===== src/rtl/cbus_chan.sv =====
// Channel-side CBUS endpoint: moves a block of 36-bit words between a device
// port and the MBOX through a shared 4-deep FIFO, in either direction.
//
// state | meaning
// IDLE  | waiting for CH_START
// XFER  | moving words; remaining counter counts granted CBUS slots
// DRAIN | read direction: all words fetched, device still emptying the FIFO
// DONE  | one-cycle completion pulse
module cbus_chan (
   input  logic        clk,
   input  logic        CROBAR,
   input  logic        CH_START,
   input  logic        CH_DIR,
   input  logic [3:0]  CH_WC,
   input  logic        CH_REVERSE,
   input  logic [35:0] CH_WR_DATA,
   input  logic        CH_WR_VALID,
   output logic        CH_WR_READY,
   output logic [35:0] CH_RD_DATA,
   output logic        CH_RD_VALID,
   input  logic        CH_RD_READY,
   output logic        CBUS_REQ,
   input  logic        CBUS_ACK,
   output logic [35:0] CBUS_D_RE,
   input  logic [35:0] CBUS_D_TE,
   input  logic        CBUS_ERR,
   output logic        CH_BUSY,
   output logic        CH_DONE,
   output logic        CH_ERR
);

   typedef enum logic [1:0] {ST_IDLE, ST_XFER, ST_DRAIN, ST_DONE} state_t;

   state_t      r_state, w_state_nxt;
   logic [35:0] r_mem [4];
   logic [1:0]  r_wp, r_rp;
   logic [2:0]  r_occ, w_occ_nxt;
   logic [4:0]  r_rem;
   logic        r_dir, r_rev, r_err;

   logic        w_xfer, w_act, w_full, w_empty;
   logic        w_wr_ready, w_req, w_ack, w_rd_valid;
   logic        w_push, w_pop, w_abort;
   logic [35:0] w_head, w_te_sw, w_push_data;

   assign w_xfer     = (r_state == ST_XFER);
   assign w_act      = w_xfer | (r_state == ST_DRAIN);
   assign w_full     = (r_occ == 3'd4);
   assign w_empty    = (r_occ == 3'd0);
   assign w_head     = r_mem[r_rp];
   assign w_te_sw    = r_rev ? {CBUS_D_TE[17:0], CBUS_D_TE[35:18]} : CBUS_D_TE;

   // Write side never counts on a same-cycle pop: only words still owed are accepted.
   assign w_wr_ready = w_xfer & r_dir & ~w_full & (r_rem > {2'b00, r_occ});
   assign w_req      = w_xfer & (r_dir ? ~w_empty : ((r_rem != 5'd0) & ~w_full));
   assign w_ack      = w_req & CBUS_ACK;
   assign w_rd_valid = w_act & ~r_dir & ~w_empty;
   assign w_push     = r_dir ? (w_wr_ready & CH_WR_VALID) : w_ack;
   assign w_pop      = r_dir ? w_ack : (w_rd_valid & CH_RD_READY);
   assign w_push_data = r_dir ? CH_WR_DATA : w_te_sw;
   assign w_abort    = w_act & CBUS_ERR;
   assign w_occ_nxt  = r_occ + {2'b00, w_push} - {2'b00, w_pop};

   always_ff @(posedge clk) begin
      if (CROBAR) r_state <= ST_IDLE;
      else        r_state <= w_state_nxt;
   end

   always_comb begin
      w_state_nxt = r_state;
      case (r_state)
         ST_IDLE:  if (CH_START) w_state_nxt = ST_XFER;
         ST_XFER: begin
            if (w_abort)                          w_state_nxt = ST_DONE;
            else if (w_ack && r_rem == 5'd1)      w_state_nxt = r_dir ? ST_DONE : ST_DRAIN;
         end
         ST_DRAIN: begin
            if (w_abort || w_occ_nxt == 3'd0)     w_state_nxt = ST_DONE;
         end
         ST_DONE:  w_state_nxt = ST_IDLE;
         default:  w_state_nxt = ST_IDLE;
      endcase
   end

   always_comb begin
      CH_BUSY     = w_act;
      CH_DONE     = (r_state == ST_DONE);
      CH_ERR      = r_err;
      CBUS_REQ    = w_req;
      CH_WR_READY = w_wr_ready;
      CH_RD_VALID = w_rd_valid;
      CH_RD_DATA  = w_rd_valid ? w_head : 36'd0;
      CBUS_D_RE   = 36'd0;
      if (w_req && r_dir)
         CBUS_D_RE = r_rev ? {w_head[17:0], w_head[35:18]} : w_head;
   end

   always_ff @(posedge clk) begin
      if (CROBAR) begin
         r_occ <= 3'd0;
         r_wp  <= 2'd0;
         r_rp  <= 2'd0;
         r_rem <= 5'd0;
         r_dir <= 1'b0;
         r_rev <= 1'b0;
         r_err <= 1'b0;
      end else if (r_state == ST_IDLE && CH_START) begin
         r_rem <= (CH_WC == 4'd0) ? 5'd16 : {1'b0, CH_WC};
         r_dir <= CH_DIR;
         r_rev <= CH_REVERSE;
         r_err <= 1'b0;
      end else if (w_abort) begin
         r_err <= 1'b1;
         r_occ <= 3'd0;
         r_wp  <= 2'd0;
         r_rp  <= 2'd0;
         r_rem <= 5'd0;
      end else begin
         if (w_push) r_wp  <= r_wp + 2'd1;
         if (w_pop)  r_rp  <= r_rp + 2'd1;
         if (w_ack)  r_rem <= r_rem - 5'd1;
         r_occ <= w_occ_nxt;
      end
   end

   always_ff @(posedge clk) begin
      if (!CROBAR && w_push && !w_abort) r_mem[r_wp] <= w_push_data;
   end

endmodule


===== config.mk =====
export PLATFORM = sky130hd
export DESIGN_NAME = cbus_chan
export DESIGN_NICKNAME = d
export VERILOG_FILES = /design/src/rtl/cbus_chan.sv
export SDC_FILE = /design/constraint.sdc
export NUM_CORES = 1
export LEC_CHECK = 0
export CAP_MARGIN = 20
export CORE_ASPECT_RATIO = 1.25
export CORE_MARGIN = 2
export CORE_UTILIZATION = 56
export CTS_CLUSTER_DIAMETER = 80
export DETAILED_ROUTE_END_ITERATION = 10
export PLACE_DENSITY = 0.9
export SYNTH_ARGS = -nofsm -noshare
export SYNTH_HDL_FRONTEND = slang
export SYNTH_SLANG_ARGS = --single-unit

===== constraint.sdc =====
create_clock -name clk -period 14.55 [get_ports clk]
set_input_delay 4.365 -clock clk [delete_from_list [all_inputs] [get_ports clk]]
set_output_delay 4.365 -clock clk [all_outputs]
set_load 0.01 [all_outputs]

Word level (Yosys, flattened, before mapping):

Memories as Yosys holds them, arrays and structs flattened. A register that Yosys moved wholly into a read port is not among the register bits.
Index checks and enable logic that the tools add are counted.

* register bits after elaboration: 17
* bits in writable memories: 144
* input bits: 85
* logic and storage cells: 86
* memories: 1

* add/subtract/negate cells: 5
* $lt $le $gt $ge: 1
* equal/unequal tests: 8
* muxes and demuxes: 27
* bitwise operators: 16
* reduce and logical (&&, ||, !) cells: 20

Memories
* r_mem: words 4, width 36, read ports 1, clocked after memory_dff 1, wr ports 1, RTL line 35 `logic [35:0] r_mem [4];`

Operator list (count)
* 2-to-1 mux 36 bit: 5
* 2-to-1 mux 2 bit: 10
* 2-to-1 mux 5 bit: 4
* AND 1 bit: 11
* case mux 2 bit (4 select lines): 1
* logical NOT 3 bit: 2
* 2-to-1 mux 1 bit: 6
* == test 5 x 1 -> 1 bit, second input constant: 1
* > comparator 5 x 3 -> 1 bit: 1
* logical AND 1 bit: 5
* nonzero test 5 bit: 1
* subtractor 5 x 1 -> 5 bit, second input constant: 1
* adder 2 x 1 -> 2 bit, second input constant: 2
* == test 2 bit, second input constant: 2
* logical NOT 4 bit: 1
* NOT 1 bit: 4
* AND reduction 2 bit: 2
* nonzero test 2 bit: 2
* adder 3 x 1 -> 3 bit: 1
* == test 3 bit, second input constant: 1
* 2-to-1 mux 3 bit: 1
* inequality test 3 x 1 -> 1 bit, second input constant: 1
* AND reduction 3 bit: 1
* nonzero test 3 bit: 1
* 9 further kinds: 10

Depth between registers and ports, before layout:

Gate-level depths: netlist (run 1).

* depth in word-level cells: 13
* depth in mapped cells: 17
* mapped depth without buffers: 16

Worst setup path after synthesis (run 1):

Ideal clock, no wire load.

* path kind: input -> register
* start: input port CBUS_ACK
* end: memory r_mem[0][0], enable pin
* setup time: 0.450 ns
* arrival time: 7.210 ns
* setup slack: 6.890 ns
* stages: 4
* buffers on the path: 0
* cell sequence: inv_1 > or4b_1 > o31a_2 > nor4b_2

* longest elaborated chain between the ends: 6

Ends and longest elaborated chain
* from (decl): RTL line 23 `input logic CBUS_ACK,`
* AND 1 bit: RTL line 56 `assign w_ack = w_req & CBUS_ACK;`
* 2-to-1 mux 1 bit: RTL line 58 `assign w_push = r_dir ? (w_wr_ready & CH_WR_VALID) : w_ack;`
* logical AND 1 bit (2 in series): RTL line 127 `if (!CROBAR && w_push && !w_abort) r_mem[r_wp] <= w_push_data;`
* 2-to-1 mux 1 bit: RTL line 127
* 2-to-1 mux 1 bit (implied by the code): RTL line 127
* to (decl): RTL line 35

No other way between the ends.

Worst setup path after layout (run 1):

* start: input port CBUS_ACK
* end: register r_state[0]

* longest elaborated chain between the ends: 8

Ends and longest elaborated chain
* AND 1 bit (*): RTL line 56
* 2-to-1 mux 1 bit: RTL line 58
* adder 3 x 1 -> 3 bit: RTL line 62 `assign w_occ_nxt = r_occ + {2'b00, w_push} - {2'b00, w_pop};`
* subtractor 3 x 1 -> 3 bit: RTL line 62
* logical NOT 3 bit: RTL line 78 `if (w_abort || w_occ_nxt == 3'd0) w_state_nxt = ST_DONE;`
* logical OR 1 bit: RTL line 78
* inequality test 2 x 1 -> 1 bit (no source line)
* AND reduction 3 bit (no source line) (*)
* to (signal assigned): RTL line 66 `else r_state <= w_state_nxt;`
* to (decl): RTL line 34 `state_t r_state, w_state_nxt;`

Mark *: on every way between the ends. The rest lies on a longest branch, timed or not.
A chain may end at the register's enable or synchronous reset.

==> impl_metrics.env, run 1 <==
export IMPL_status="finished clean"
export IMPL_setup_viol=0
export IMPL_fmaxAchievable_mhz=129
export IMPL_p_sw_frac=0.283
export IMPL_rr_worst_depth=15
export IMPL_synth_nets=694
export IMPL_die_height_um=139
export IMPL_synth_cells=591
export IMPL_synth_top_area_share=0.533
export IMPL_critPathArrivalTime_ns=8.04
export IMPL_clock_sinks=163
export IMPL_intPower_uw=936
export IMPL_syn_avg_cell_area_um2=13.7
export IMPL_p_switching_uw=370
export IMPL_synthTopCellsByArea="edfxtp_1 (53%), mux4_2 (10%), mux2i_1 (8.9%), dfxtp_1 (4.7%), and2_1 (2.9%)"
export IMPL_cts_root_buf="clkbuf_16"
export IMPL_io_buffers=162
export IMPL_grt_max_degree=82
export IMPL_cp_start_kind="input pin"
export IMPL_ys_types=52
export IMPL_drt_vias_per_instance=5.81
export IMPL_synth_seq_cells=163
export IMPL_start_util=0.568
export IMPL_grt_pass1_vias=5787
export IMPL_maxSlewHeadroom=0.291
export IMPL_seq_power_share=0.437
export IMPL_n_antenna_cell=0
export IMPL_hold_violations=0
export IMPL_drv_slew=0
export IMPL_gp_congestion=0.785
export IMPL_multiInputGateArea_um2=3230
export IMPL_wl_um=18500
export IMPL_fillers=888
export IMPL_r2r_start="r_dir"
export IMPL_reg2reg_slack_ns=10.13
export IMPL_power_density_nw_per_um2=124
export IMPL_whs_ns=0.497
export IMPL_cp_max_fo=7
export IMPL_period_needed_ns=7.73
export IMPL_dp_hpwl_um=12400
export IMPL_antenna_found_initial=0
export IMPL_r2r_end="r_state[0]"
export IMPL_syn_area_um2=8120
export IMPL_cts_hold_buf=0
export IMPL_drt_pass1_iter_count=7
export IMPL_htree_num_levels=4
export IMPL_io_pins=163
export IMPL_drt_iter0_drc=272
export IMPL_rsz0062_at_grt="no"
export IMPL_p_clk_frac=0.330
export IMPL_synth_edf_count=144
export IMPL_grt_pass1_wl_um=29500
export IMPL_die_x_um=112
export IMPL_wl_per_cell_um=19.7
export IMPL_core_area_um2=14300
export IMPL_yosysWarnings=0
export IMPL_finalCritPeriodShare=0.531
export IMPL_finalNonFillerCells=936
export IMPL_required_ns=14.86
export IMPL_drive_gt1_frac=0.125
export IMPL_ir_drop_mv=0.0913
export IMPL_crit_type="input pin to flip-flop"
export IMPL_drv_cap=0
export IMPL_clockBufferDepth=2
export IMPL_end_kind="flip-flop"
export IMPL_holdPathStages=2
export IMPL_drc=0
export IMPL_clk_pin_slew_ns=0.06
export IMPL_grt_overflow_total=0
export IMPL_ctsResizeCount=0
export IMPL_min_to="CH_ERR"
export IMPL_worstHoldStart="CH_ERR"
export IMPL_synth_seq_area_share=0.580
export IMPL_rows=49
export IMPL_tns_ns=0
export IMPL_final_nets=848
export IMPL_ys_flop_type="edfxtp_1"
export IMPL_cts_inserted_buffers=17
export IMPL_hp_class="flip-flop to flip-flop"
export IMPL_dp_cells=904
export IMPL_leakage_uw=0.00339
export IMPL_syn2layout_area_growth_pct=29.4
export IMPL_seq_area_um2=4710
export IMPL_die_area_um2=15500
export IMPL_tritoncts="done"
export IMPL_tightest_slew_ns=1.06
export IMPL_routed_via_count=5436
export IMPL_clkLatencyLatePin_ns=0.41
export IMPL_grtUsageTotal=0.244
export IMPL_skew_ns=0.00758
export IMPL_async_flop_share=0
export IMPL_synth_area_leader_cell="edfxtp_1"
export IMPL_cts_setup_buffers=0
export IMPL_ant_nets=0
export IMPL_p_comb_frac=0.233
==> cells by family (layout without fill, tap and decap cells) <==
logic type / after synthesis / after routing / share of synthesized area
AOI/OAI and AO/OA: 78 / 78 / 0.0697
and+or+nand+nor: 166 / 166 / 0.101
adders and majority gates: 18 / 18 / 0.0287
xor gates and xnor gates: 5 / 5 / 0.00632
DFF: 163 / 163 / 0.580
muxes: 108 / 108 / 0.189
buffers and inverters: 53 / 220 / 0.0264
==> how the worst max path moves through the flow <==
stage	from	endpoint	slack [ns]	cells after the start
final	CBUS_ACK	r_state[0]	6.82	14
after global routing	CBUS_ACK	r_state[0]	6.65	14
after CTS	CBUS_ACK	r_state[0]	6.83	14
after detailed placement	CBUS_ACK	r_state[0]	6.40	14
after global placement	CBUS_ACK	r_state[0]	6.48	14
after floorplan	CBUS_ACK	r_mem[0][0]	6.89	4
==> metrics by stage <==
stage | utilization | setup slack, ns | cell area, um2 | power (uW)
detailed placement | 0.695 | 6.40 | 9930 | 882
finish | 0.735 | 6.82 | 10500 | 1310
global placement | 0.695 | 6.48 | 9930 | 864
global route | 0.735 | 6.65 | 10500 | 1360
CTS | 0.735 | 6.83 | 10500 | 1310
floorplan | - | 6.89 | 8120 | 776
==> power groups by stage <==
stage	clock (uW)	sequential, uW	combinational, uW
after floorplan	0	569	207
after detailed placement	0	580	302
after CTS	436	570	304
after global placement	0	578	286
final	430	570	305
after global routing	457	572	336
==> cell usage in the layout (no fill, tap or decap), types with 4 or more instances in the layout <==
cell and instances:
clkdlybuf4s50_1 162, edfxtp_1 144, mux2i_1 72, nor2_1 51, nand2_1 51, o21ai_0 40, and2_1 38, mux4_2 36
ha_1 17, clkbuf_16 17, inv_1 16, dfxtp_1 15, buf_4 10, nor3_1 8, a21oi_1 8, inv_6 5
nand3_1 4, nor4b_4 4
==> worst max-delay path, stage by stage <==
cell and delay, ns:
clkdlybuf4s50_1 0.53, inv_1 0.08, or4b_1 0.55, o31a_2 0.23, ha_1 0.31, inv_1 0.06, ha_1 0.12, inv_1 0.05
fa_1 0.51, inv_1 0.07, or4_1 0.52, a41oi_2 0.29, nand2_1 0.10, o41ai_2 0.27
==> per-layer routing <==
layer / share of wire / up-vias / global-route usage / routed length (um)
met3: 0.047 / 27 / 0.0472 / 869
met2: 0.55 / 172 / 0.457 / 10200
met4: 0.020 / 0 / 0.0858 / 369
met5: 0 / - / 0 / 0
met1: 0.38 / 2700 / 0.274 / 7070
li1: - / 2537 / - / -
==> flip-flops by register name, indices dropped and copies added (netlist names), named ones only <==
register / count
r_occ: 3
r_dir: 1
r_state: 2
r_wp: 2
r_rem: 5
r_mem: 144
CH_ERR: 1
r_rp: 2
r_rev: 1
==> cell type report <==
class | instances | area share
clock buffers | 17 | 0.0405
clock inverters | 15 | 0.0146
inverters | 16 | 0.00572
multi-input cells | 375 | 0.308
flip-flops and latches | 163 | 0.449
well taps | 178 | 0.0212
repair buffers | 172 | 0.162
==> Yosys cell counts (2+ instances only) <==
library cell	count
edfxtp_1	144
mux2i_1	72
nor2_1	52
nand2_1	51
o21ai_0	40
and2_1	38
mux4_2	36
clkbuf_1	22
dfxtp_1	19
ha_1	17
inv_1	16
a21oi_1	8
buf_1	8
nor3_1	8
buf_2	6
nand3_1	4
nor4b_2	4
a22o_1	3
o21a_1	3
o311ai_0	3
xor2_1	3
a211oi_1	2
a22oi_1	2
o211ai_1	2
Power figures use the tool's default switching activity.
==> run 2, diff against run 1 <==
CORE_UTILIZATION = 52   (was 56)
PLACE_DENSITY = 0.85   (was 0.9)
clock period = 7.15 ns   (was 14.55 ns; I/O delays follow)
==> impl_metrics.env, run 2 (same netlist as run 1, synthesis figures left out) <==
export IMPL_status="finished clean"
export IMPL_tns_ns=0
export IMPL_ctsResizeCount=0
export IMPL_cp_max_fo=7
export IMPL_p_switching_uw=765
export IMPL_clock_sinks=163
export IMPL_clk_pin_slew_ns=0.06
export IMPL_antenna_found_initial=0
export IMPL_hold_violations=0
export IMPL_cts_inserted_buffers=17
export IMPL_ir_drop_mv=0.192
export IMPL_cts_root_buf="clkbuf_16"
export IMPL_io_pins=163
export IMPL_drv_slew=0
export IMPL_p_sw_frac=0.294
export IMPL_cts_setup_buffers=0
export IMPL_grt_pass1_vias=5581
export IMPL_grtUsageTotal=0.224
export IMPL_htree_num_levels=4
export IMPL_n_antenna_cell=0
export IMPL_rows=51
export IMPL_grt_overflow_total=0
export IMPL_p_clk_frac=0.312
export IMPL_final_common_cell="clkdlybuf4s50_1"
export IMPL_setup_viol=0
export IMPL_wl_um=18600
export IMPL_maxSlewHeadroom=0.376
export IMPL_power_density_nw_per_um2=247
export IMPL_grt_pass1_wl_um=27900
export IMPL_critPathArrivalTime_ns=5.87
export IMPL_io_buffers=162
export IMPL_skew_ns=0.00839
export IMPL_regMostFlops="r_mem"
export IMPL_clockBufferDepth=2
export IMPL_drt_pass1_iter_count=4
export IMPL_drt_vias_per_instance=5.69
export IMPL_top_regs="r_mem: 144 flops, r_rem: 5 flops, r_occ: 3 flops"
export IMPL_drv_cap=0
export IMPL_rsz0062_at_grt="no"
export IMPL_routed_via_count=5528
export IMPL_fmaxAchievable_mhz=180
export IMPL_cp_start_kind="input pin"
export IMPL_required_ns=7.47
export IMPL_cts_hold_buf=0
export IMPL_die_height_um=144
export IMPL_core_area_um2=15400
export IMPL_seq_power_share=0.450
export IMPL_die_area_um2=16600
export IMPL_period_needed_ns=5.55
export IMPL_drive_gt1_frac=0.128
export IMPL_tightest_slew_ns=0.936
export IMPL_intPower_uw=1830
export IMPL_largest_reg_flops=144
export IMPL_hp_class="flip-flop to flip-flop"
export IMPL_end_kind="flip-flop"
export IMPL_tritoncts="done"
export IMPL_dp_hpwl_um=12300
export IMPL_ant_nets=0
export IMPL_final_nets=849
export IMPL_p_comb_frac=0.237
export IMPL_die_x_um=116
export IMPL_clkLatencyLatePin_ns=0.41
export IMPL_finalNonFillerCells=971
export IMPL_dpl_worst_slack_ns=1.21
export IMPL_drt_iter0_drc=257
export IMPL_setup_ws_ns=1.60
export IMPL_leakage_uw=0.00337
export IMPL_grt_max_degree=64
export IMPL_drc=0
export IMPL_final_cell_mix="clkdlybuf4s50_1 (162), edfxtp_1 (144), mux2i_1 (72), nor2_1 (51), nand2_1 (51)"
export IMPL_whs_ns=0.498
export IMPL_syn2layout_area_growth_pct=29.5
export IMPL_dp_cells=939
export IMPL_finalCritPeriodShare=0.776
export IMPL_start_util=0.526
export IMPL_wl_per_cell_um=19.1
export IMPL_crit_type="input pin to flip-flop"
export IMPL_gp_congestion=0.803
==> run 2: area by class of cell <==
class,count,area (um2)
multi-input combinational,375,3230
fill,1080,4930
inverter,16,60.1
tap,212,265
sequential,163,4710
timing repair buffer,173,1700
clock buffer,17,425
clock inverter,15,108
==> run 2: per-stage QoR <==
step | power (uW) | util | area [um2]
after floorplan | 1580 | - | 8120
after global placement | 1770 | 0.646 | 9980
after detailed placement | 1800 | 0.646 | 9980
after CTS | 2600 | 0.681 | 10500
after global routing | 2700 | 0.681 | 10500
final | 2600 | 0.681 | 10500
==> run 2: worst max-delay path: stages <==
cell	delay [ns]
clkdlybuf4s50_1	0.52
inv_1	0.08
or4b_1	0.55
o31a_2	0.24
ha_1	0.31
inv_1	0.05
ha_1	0.12
inv_1	0.05
fa_1	0.52
inv_1	0.08
or4_1	0.52
a41oi_2	0.29
nand2_1	0.10
o41ai_2	0.29
==> run 2: power groups by stage <==
stage          logic (uW)  clock network, uW  registers [uW]
2_1_floorplan         421                  0            1160
3_3_place_gp          585                  0            1180
3_5_place_dp          607                  0            1190
4_1_cts               612                821            1170
5_1_grt               671                856            1170
6_report              617                811            1170
==> run 2: worst paths after layout <==
| kind | startpoint | to | slack, ns | cells after the start |
|---|---|---|---|---|
| worst max-delay path | CBUS_ACK | r_state[0] | 1.60 | 14 |
| worst min-delay path | CH_ERR | CH_ERR | 0.50 | 2 |
| worst max register to register | r_occ[1] | r_state[0] | 2.80 | 16 |
| worst min register to register | CH_ERR | CH_ERR | 0.50 | 2 |
==> run 2: layer usage <==
metal / up-vias / GRT usage / part of all wire
met1: 2750 / 0.255 / 0.39
met5: - / 0 / 0
met4: 0 / 0.0896 / 0.022
met3: 25 / 0.0460 / 0.059
met2: 213 / 0.408 / 0.53
li1: 2540 / - / -
==> run 3, diff against run 2 <==
CORE_UTILIZATION = 47   (was 52)
PLACE_DENSITY = 0.81   (was 0.85)
clock period = 4.5 ns   (was 7.15 ns; I/O delays follow)
==> impl_metrics.env, run 3 (same netlist as run 1, synthesis figures left out) <==
export IMPL_grtUsageTotal=0.207
export IMPL_required_ns=4.79
export IMPL_setup_ws_ns=0.109
export IMPL_drt_iter0_drc=285
export IMPL_grt_pass1_vias=5640
export IMPL_placed_area_um2=10100
export IMPL_whs_ns=0.510
export IMPL_drt_pass1_iter_count=4
export IMPL_grt_met1_usage=0.230
export IMPL_skew_ns=0.00951
export IMPL_reg2reg_slack_ns=0.46
export IMPL_fillers=1239
export IMPL_die_area_um2=18300
export IMPL_io_pins=163
export IMPL_crit_type="input pin to flip-flop"
export IMPL_use_met2=0.384
export IMPL_top_usage_layer="met2"
export IMPL_cts_root_buf="clkbuf_16"
export IMPL_cp_max_fo=4
export IMPL_core_area_um2=16800
export IMPL_gp_congestion=0.795
export IMPL_clock_sinks=163
export IMPL_intPower_uw=3020
export IMPL_htree_num_levels=4
export IMPL_rows=53
export IMPL_syn2layout_area_growth_pct=31.8
export IMPL_dp_hpwl_um=12700
export IMPL_worstHoldStart="CH_ERR"
export IMPL_startpoint="CBUS_ACK"
export IMPL_drive_gt1_frac=0.138
export IMPL_antenna_found_initial=0
export IMPL_wl_per_cell_um=18.5
export IMPL_dpl_worst_slack_ns=-0.450
export IMPL_tritoncts="done"
export IMPL_leakage_uw=0.00346
export IMPL_power_density_nw_per_um2=393
export IMPL_n_antenna_cell=0
export IMPL_drt_vias_per_instance=5.54
export IMPL_wl_um=18300
export IMPL_die_x_um=122
export IMPL_start_util=0.482
export IMPL_hold_violations=0
export IMPL_end_kind="flip-flop"
export IMPL_hp_class="flip-flop to flip-flop"
export IMPL_regMostFlops="r_mem"
export IMPL_largest_reg_flops=144
export IMPL_die_height_um=151
export IMPL_grt_pass1_wl_um=28600
export IMPL_top_regs="r_mem: 144 flops, r_rem: 5 flops, r_occ: 3 flops"
export IMPL_period_needed_ns=4.39
export IMPL_grt_util_met3=0.0448
export IMPL_grt_max_degree=42
export IMPL_seq_area_um2=4710
export IMPL_cp_start_kind="input pin"
export IMPL_p_sw_frac=0.280
export IMPL_p_switching_uw=1180
export IMPL_cts_inserted_buffers=17
export IMPL_drv_slew=0
export IMPL_r2r_start="r_occ[2]"
export IMPL_final_cell_mix="clkdlybuf4s50_1 (162), edfxtp_1 (144), mux2i_1 (72), nor2_1 (51), nand2_1 (51)"
export IMPL_cts_hold_buf=0
export IMPL_finalCritPeriodShare=0.976
export IMPL_critPathArrivalTime_ns=4.68
export IMPL_ant_nets=0
export IMPL_routed_via_count=5468
export IMPL_clk_pin_slew_ns=0.06
export IMPL_drc=0
export IMPL_clockBufferDepth=2
export IMPL_maxSlewHeadroom=0.468
export IMPL_drv_cap=0
export IMPL_ir_drop_mv=0.283
export IMPL_tightest_slew_ns=0.796
export IMPL_status="finished clean"
export IMPL_clkLatencyLatePin_ns=0.43
export IMPL_final_nets=860
export IMPL_grt_overflow_total=0
export IMPL_fmaxAchievable_mhz=228
export IMPL_seq_power_share=0.439
export IMPL_setup_viol=0
export IMPL_p_clk_frac=0.321
export IMPL_io_buffers=162
export IMPL_multiInputGateArea_um2=3260
export IMPL_final_common_cell="clkdlybuf4s50_1"
export IMPL_tns_ns=0
export IMPL_final_area_um2=10700
export IMPL_p_comb_frac=0.240
[run 3: per-layer routing]
metal	vias up	wire, um
met3	25	975
met5	-	0
met4	0	356
li1	2568	-
met1	2700	7150
met2	175	9800
[run 3: worst max-delay path: stages]
cell             delay (ns)
clkdlybuf4s50_1        0.48
inv_1                  0.06
or4b_4                 0.51
o31a_2                 0.15
ha_4                   0.22
inv_1                  0.05
ha_1                   0.12
inv_1                  0.05
fa_1                   0.53
inv_1                  0.06
or4_1                  0.51
a41oi_2                0.27
a311o_1                0.23
o41ai_2                0.08
[run 3: area by class of cell]
| type | count | share of cell area |
|---|---|---|
| Multi-Input combinational cell | 375 | 0.304 |
| Inverter | 16 | 0.00561 |
| Clock buffer | 18 | 0.0401 |
| Timing Repair Buffer | 184 | 0.173 |
| Tap cell | 220 | 0.0257 |
| Sequential cell | 163 | 0.440 |
| Clock inverter | 11 | 0.0109 |
[run 3: stage by stage]
stage,utilization,cells,total power (uW)
3_3_place_gp,0.601,957,2820
2_1_floorplan,-,591,2510
6_report,0.635,987,4200
4_1_cts,0.633,986,4210
5_1_grt,0.635,987,4380
3_5_place_dp,0.601,957,2870
[run 3: power groups by stage]
stage / logic, uW / registers, uW / clock network [uW]
floorplan: 669 / 1840 / 0
global placement: 952 / 1870 / 0
detailed placement: 996 / 1880 / 0
CTS: 1000 / 1840 / 1360
global route: 1100 / 1850 / 1430
finish: 1010 / 1850 / 1350
[run 3: worst paths after layout]
| kind | to | cells after the start |
|---|---|---|
| worst max register to register | r_state[0] | 16 |
| worst min register to register | CH_ERR | 2 |
| worst max-delay path | r_state[0] | 14 |
| worst min-delay path | CH_ERR | 2 |
[run 3: timing repair]
action / CTS / global route
pin swaps: 1 / 4
setup buffers: 0 / 1
endpoints found under the setup margin: 1 / 12
resized for setup: 0 / 3
